--- src/rtl/inc16.sv ---
// ----------------------------------------------------------------------------
// inc16 -- registered 16-bit incrementer
//
// Computes i0 + 1 (mod 2^16) through a ripple chain of 16 half adders whose
// carry-in is tied to 1. The sum and the carry-out of bit 15 are captured in
// output registers on each accepted operand. The carry flags the wrap from
// 16'hFFFF to 16'h0000. Sits in the adder library and feeds the
// program-counter / ALU datapath.
//
// Ports
//   clk        in   1  rising-edge clock
//   rst_n      in   1  asynchronous active-low reset
//   i0         in  16  operand to increment (unsigned)
//   in_valid   in   1  capture strobe; i0 is sampled when high
//   out        out 16  registered i0 + 1 (mod 2^16)
//   carry      out  1  registered carry-out of bit 15 (set only for i0 == FFFF)
//   out_valid  out  1  high for one cycle after each accepted operand
// ----------------------------------------------------------------------------
module inc16 (
  input  logic        clk,
  input  logic        rst_n,
  input  logic [15:0] i0,
  input  logic        in_valid,
  output logic [15:0] out,
  output logic        carry,
  output logic        out_valid
);

  logic [15:0] sum;
  logic        cout;

  logic [15:0] out_q,   out_d;
  logic        carry_q, carry_d;
  logic        valid_q, valid_d;

  // Half-adder ripple chain, carry-in fixed at 1.
  always_comb begin
    logic [16:0] c;
    c    = '0;
    sum  = '0;
    c[0] = 1'b1;
    for (int unsigned k = 0; k < 16; k++) begin
      sum[k]  = i0[k] ^ c[k];
      c[k+1]  = i0[k] & c[k];
    end
    cout = c[16];
  end

  // Result registers load only on an accepted operand, so an undriven or X
  // operand presented with in_valid low never reaches out/carry.
  always_comb begin
    out_d   = out_q;
    carry_d = carry_q;
    valid_d = in_valid;
    if (in_valid) begin
      out_d   = sum;
      carry_d = cout;
    end
  end

  always_ff @(posedge clk or negedge rst_n) begin
    if (!rst_n) begin
      out_q   <= '0;
      carry_q <= 1'b0;
      valid_q <= 1'b0;
    end else begin
      out_q   <= out_d;
      carry_q <= carry_d;
      valid_q <= valid_d;
    end
  end

  assign out       = out_q;
  assign carry     = carry_q;
  assign out_valid = valid_q;

endmodule

--- config.mk ---
export PLATFORM = sky130hd
export DESIGN_NAME = inc16
export DESIGN_NICKNAME = d
export VERILOG_FILES = /design/src/rtl/inc16.sv
export SDC_FILE = /design/constraint.sdc
export NUM_CORES = 1
export LEC_CHECK = 0
export CORE_UTILIZATION = 45
export DETAILED_ROUTE_END_ITERATION = 6
export PLACE_DENSITY = 0.94
export SETUP_SLACK_MARGIN = 0.1
export SLEW_MARGIN = 10
export SYNTH_ARGS = -nofsm -noshare
export SYNTH_HDL_FRONTEND = slang
export SYNTH_SLANG_ARGS = --single-unit
--- constraint.sdc ---
create_clock -name clk -period 1.4 [get_ports clk]
set_clock_uncertainty 0.05 [all_clocks]
set_input_delay 0.28 -clock clk [delete_from_list [all_inputs] [get_ports clk]]
set_output_delay 0.28 -clock clk [all_outputs]
set_load 0.05 [all_outputs]
==> results.yml, run 1 <==
logic_synthesis:
  synth_compound_area_share_pct: 0
  synth_top_family_by_area: "multiplexers"
  synthCells: 53
  syn-num-nets: 87
  syn-cell-area_um2: 897
  synth_simple_gate_area_share_pct: 0
  yosys_warnings: 0
  synth.distinct_cells: 8
  synth_area_per_cell_um2: 16.9
  seq_area_frac_synth_pct: 50.2
  synth-xor-area-share_pct: 0
  yosys_register_bits: 18
  synthAdderAreaFrac_pct: 20.9
  muxShareOfSynthArea_pct: 25.0
placement:
  gp_congestion: 0.657
  portBuffers: 36
  dp.final_hpwl_mm: 2.36
floorplanning:
  io_pins: 37
  die_x_um: 46.7
  die_h_um: 46.7
  rows: 15
  start_util_pct: 49.8
status:
  error: "[ERROR DPL-0033] detailed placement checks failed during check placement."
  failing_step: "detailed placement"
  outcome: "stopped before the end"
==> cells by family after synthesis <==
group / Yosys count
flops: 18
mux: 17
fa+ha+maj: 15
buf+inv: 3
==> stage by stage <==
| stage | hold WS [ps] | setup TNS [ps] | std cells | setup WS (ps) |
|---|---|---|---|---|
| after global placement | 500 | -18970 | 116 | -2200 |
| after floorplan | -65.6 | -11370 | 53 | -1640 |
==> synth_stat cells (all sizes together) <==
cell / instances / area share, %
inv: 1 / 0.42
ha: 15 / 21
buf: 2 / 3.5
mux2: 16 / 24
dfrtp: 18 / 50
mux2i: 1 / 1.1
==> inputs of run 2 (changes only) <==
- CORE_AREA: not set -> 2 2 63 65
- CORE_UTILIZATION: 45 -> not set
- DIE_AREA: not set -> 0 0 65 67
- PLACE_DENSITY: 0.94 -> not set
- PLACE_DENSITY_LB_ADDON: not set -> 0.15
- SETUP_SLACK_MARGIN: 0.1 -> not set
==> results.yml, run 2 <==
detailed_routing:
  vias: 586
  route.detailed.drc: 0
  wl_mm: 1.88
  ant_nets: 0
  avgViaCountPerCell: 4.07
  drt_iter0_markers: 6
  dr.pass1.iters: 2
  wl_per_cell_um: 13.0
critical_path:
  r2r_end: "out[15]"
  critical_path.startpoint_type: "primary input"
  reg2regPathDepth: 1
  arrival_ps: 2980
  rr_startpoint: "out[15]"
  critPathKind: "primary input to register"
  rrSetupSlack_ps: 540
  cp-end-kind: "register"
  cp.required_ps: 1480
  crit_fanout: 2
finish:
  antenna_cells: 0
  mostFrequentLayoutCells: "dfrtp_1, buf_12, ha_4"
  fin_nets: 132
  final_cells: 144
  nFillCells: 307
  drive_gt1_share_pct: 62.5
  areaGrowthSynthToFinish_pct: 95.8
  largest_reg_flops: 16
floorplanning:
  start_util_pct: 24.9
  core_area_mm2: 0.00361
  die_x_um: 65
  rows: 22
  dieArea_mm2: 0.00436
  io_pins: 37
  die_h_um: 67
global_routing:
  grt_start_max_net_pins: 19
  antenna_found_initial: 0
  grt_pass1_vias: 711
  grt_overflow: 0
  track_usage_pct: 10.2
  grt_pass1_wl_mm: 3.30
cts:
  cts_buffer_depth: 2
  cts_buffers: 3
  clk_pin_slew_worst_paths_ps: 70
  cts-root-buf: "clkbuf_8"
  cts_tree: "yes"
  clock_sink_count: 18
  cts_max_level: 1
  clock_latency_ps: 250
power:
  p_leak_nw: 0.753
  power.total_w: 0.00161
  ir_worst_vdd_v: 0.000424
  power.density_mw_per_mm2: 919
placement:
  gp_congestion: 0.658
  dp_slack_ps: -2240
  placed_cells: 139
  dp.final_hpwl_mm: 1.51
  portBuffers: 36
timing:
  finalSetupViolCount: 11
  timing.setup.tns_ps: -9420
  hold_viol: 0
  fmax_mhz: 345
  fin_ws_ps: -1490
  relSlewSlack_pct: 83.7
  worstMarginPinSlew_ps: 244
  fin_crit_ps: 2890
  rsz0062_at_grt: "yes"
  final.period_utilization_pct: 207
  holdWs_ps: 309
  slew_violations: 0
hold_path:
  hp-class: "primary input to async pin"
logic_synthesis:
  synth_common_cells: "dfrtp_1, ha_1, mux2_4, mux2_2"
  yosys_register_bits: 18
  synthCells: 53
  syn-num-nets: 87
  synth.top_cells.by_area: "dfrtp_1, ha_1, mux2_4"
  synth_top_cell_area_share_pct: 50.2
  yosys_warnings: 0
  synth.most_common_cell: "dfrtp_1"
  seq_area_frac_synth_pct: 50.2
  syn-cell-area_um2: 897
  synth_edf_count: 0
  synth.distinct_cells: 8
  synth_area_per_cell_um2: 16.9
  synth.largest_area_cell: "dfrtp_1"
  async_flop_share_pct: 100
  synth_flop_cell: "dfrtp_1"
status:
  outcome: "complete, but fails checks"
  violations: "negative setup slack"
job:
  cap_violations: 0
==> run 2: cell counts after synthesis <==
No cell type changed its count.
==> run 2: cell type report <==
type	count	area, um^2	area share [%]
multi-input cells	32	611	34.8
repair buffers	42	591	33.6
flip-flops and latches	18	450	25.6
well taps	48	60.1	3.42
clock buffers	3	41.3	2.35
inverters	1	3.75	0.214
==> run 2: worst max-delay path by stage <==
stage,start,end,slack [ps],cells past startpoint
final,i0[0],out[15],-1490,17
after CTS,i0[0],out[15],-1500,17
after global placement,i0[0],out[15],-2220,17
after detailed placement,i0[0],out[15],-2240,17
after floorplan,i0[0],out[15],-1640,16
after global routing,i0[0],out[15],-1540,17
==> run 2: kinds of logic (layout without fill, tap and decap cells) <==
logic type                 after synthesis  in the layout  share of synthesized area (%)
DFF                                     18             18                           50.2
muxes                                   17             17                           25.0
adders and majority gates               15             15                           20.9
buffers and inverters                    3             46                           3.90
==> run 2: where the power goes <==
group / internal [W] / switching, W / total, W / leakage [nW]
Clock: 0.000191 / 0.000161 / 0.000351 / 0.0216
Sequential: 0.000574 / 0.0000579 / 0.000632 / 0.213
Combinational: 0.000342 / 0.000289 / 0.000631 / 0.519
Total: 0.00111 / 0.000508 / 0.00161 / 0.753
==> run 2: metrics by stage <==
step	util, %	area [um^2]
2_1_floorplan	-	1100
3_3_place_gp	47.0	1700
3_5_place_dp	47.0	1700
4_1_cts	48.5	1750
5_1_grt	48.7	1760
6_report	48.7	1760
==> run 2: routing by layer <==
metal  track usage (%)  routed length [um]
met2              15.7                 841
met5                 0                   0
met4              4.79                  10
met3              4.05                 177
met1              12.4                 849
==> run 2: worst max-delay path, cell delays in order <==
cell	delay, ps
buf_8	100
ha_4	150
ha_4	150
ha_4	150
ha_4	150
ha_4	150
ha_4	150
ha_4	150
ha_4	150
ha_4	160
ha_4	150
ha_4	150
ha_4	150
ha_4	150
ha_4	150
ha_4	200
mux2_4	250
==> run 2: timing repair <==
item                                    in CTS  in global routing
endpoints found under the setup margin      14                 11
hold buffers                                 0                  0
pin swaps                                   14                  0
buffers inserted                             1                  1
hold endpoints to repair                     0                  0
resized for setup                           15                  0
Power figures use the tool's default switching activity.
==> inputs of run 3 (changes only) <==
--- a/config.mk
+++ b/config.mk
@@ -10,4 +10,5 @@
 export DIE_AREA = 0 0 65 67
 export PLACE_DENSITY_LB_ADDON = 0.15
+export SETUP_SLACK_MARGIN = 0.05
 export SLEW_MARGIN = 10
 export SYNTH_ARGS = -nofsm -noshare
--- a/constraint.sdc
+++ b/constraint.sdc
@@ -3,3 +3,3 @@
 set_input_delay 0.28 -clock clk [delete_from_list [all_inputs] [get_ports clk]]
 set_output_delay 0.28 -clock clk [all_outputs]
-set_load 0.05 [all_outputs]
+set_load 0.01 [all_outputs]
==> results.yml, run 3 (synthesized netlist as in run 2, its figures left out) <==
status:
  outcome: "complete, but fails checks"
  violations: "negative setup slack"
finish:
  final_common_cell: "dlygate4sd2_1"
  fin_nets: 129
  antenna_cells: 0
  areaGrowthSynthToFinish_pct: 72.2
  final_util_pct: 42.9
  drive_gt1_share_pct: 42.6
  largest_reg_flops: 16
  mostFrequentLayoutCells: "dlygate4sd2_1, dfrtp_1, ha_4"
  finalInstanceArea_mm2: 0.00155
  nFillCells: 353
floorplanning:
  io_pins: 37
  rows: 22
  die_x_um: 65
  start_util_pct: 24.9
  dieArea_mm2: 0.00436
  core_area_mm2: 0.00361
  die_h_um: 67
detailed_routing:
  dr.pass1.iters: 2
  avgViaCountPerCell: 4.04
  drt_iter0_markers: 11
  route.detailed.drc: 0
  vias: 574
  wl_per_cell_um: 12.3
  wl_mm: 1.75
  ant_nets: 0
placement:
  portBuffers: 36
  placed_area_mm2: 0.00151
  gp_congestion: 0.640
  dp_slack_ps: -2230
  dp.final_hpwl_mm: 1.34
critical_path:
  rrSetupSlack_ps: 580
  cp-end-kind: "register"
  critPathSlowestCell: "mux2_4"
  critical_path.startpoint_type: "primary input"
  crit_path_cell_trace: "buf_6 -> ha_4 -> ha_4 -> ha_4 -> ha_4 -> ha_4 -> ha_4 -> ha_4 -> ha_4 -> ha_4 -> ha_4 -> ha_4 -> ha_4 -> ha_4 -> ha_4 -> ha_4 -> mux2_4"
  critPathKind: "primary input to register"
  crit_top_cell: "ha_4"
  cp.required_ps: 1490
  rr_startpoint: "out[13]"
  reg2regPathDepth: 1
  max_stage_delay_ps: 250
  crit_fanout: 2
  arrival_ps: 2970
  r2r_end: "out[13]"
global_routing:
  grt_start_max_net_pins: 19
  antenna_found_initial: 0
  grt_pass1_vias: 655
  track_usage_pct: 9.19
  grt_pass1_wl_mm: 2.96
  grt_overflow: 0
timing:
  fin_crit_ps: 2880
  relSlewSlack_pct: 84.2
  final.period_utilization_pct: 206
  fmax_mhz: 347
  worstMarginPinSlew_ps: 237
  slew_violations: 0
  timing.setup.tns_ps: -9280
  hold_viol: 0
  holdWs_ps: 159
  fin_ws_ps: -1480
  finalSetupViolCount: 11
  rsz0062_at_grt: "yes"
job:
  cap_violations: 0
power:
  p_leak_nw: 0.680
  ir_worst_vdd_v: 0.000569
  power.density_mw_per_mm2: 855
hold_path:
  hp-class: "primary input to register"
  min_from: "i0[0]"
  min_to: "out[0]"
  whs_path_depth: 2
cts:
  post_cts_buffers: 0
  clock_sink_count: 18
  clock_latency_ps: 250
  cts_tree: "yes"
  clk_pin_slew_worst_paths_ps: 70
  cts_buffers: 3
  cts-root-buf: "clkbuf_8"
  cts_buffer_depth: 2
  cts_max_level: 1
-- run 3: cell types whose count changed in the layout (fill, tap and decap cells not counted), sizes merged --
cell / change
clkbuf: +1
dlygate4sd2: +18
buf: -21
-- run 3: layout make-up --
class | count | area (um^2) | share of cell area (%)
Inverter | 1 | 3.75 | 0.243
Clock buffer | 4 | 55.1 | 3.56
Sequential cell | 18 | 450 | 29.1
Multi-Input combinational cell | 32 | 614 | 39.8
Tap cell | 48 | 60.1 | 3.89
Timing Repair Buffer | 39 | 362 | 23.4
-- run 3: per-layer routing --
metal	wire [um]	global-route usage, %
met5	0	0
met4	8	2.39
met2	815	15.1
met3	180	4.73
met1	743	10.5
-- run 3: worst max path at each step --
stage	startpoint	end	slack [ps]	depth (start not counted)
global route	i0[0]	out[15]	-1520	17
detailed placement	i0[0]	out[15]	-2230	17
CTS	i0[0]	out[15]	-1480	17
floorplan	i0[0]	out[15]	-1640	16
global placement	i0[0]	out[15]	-2220	17
finish	i0[0]	out[15]	-1480	17
-- run 3: power by group --
group | leakage, nW | internal [W] | switching (W)
combinational | 0.438 | 0.000185 | 0.000116
sequential | 0.213 | 0.000574 | 0.0000257
clock | 0.0288 | 0.000250 | 0.000172
-- run 3: critical path, delay by kind of cell --
family	cells	cell delay (ps)
adders and majority gates	15	2320
muxes	1	250
buffers and inverters	1	100
-- run 3: per-stage QoR --
| step | std cells | total power (W) |
|---|---|---|
| floorplan | 53 | 0.000754 |
| global route | 142 | 0.00140 |
| CTS | 142 | 0.00135 |
| global placement | 138 | 0.000954 |
| finish | 142 | 0.00132 |
| detailed placement | 138 | 0.000958 |
-- run 3: timing repair --
action / in CTS / in global routing
cloned: 0 / 0
setup endpoints to repair: 32 / 12
pin swaps: 14 / 0
resized for setup: 31 / 0
hold buffers: 0 / 0
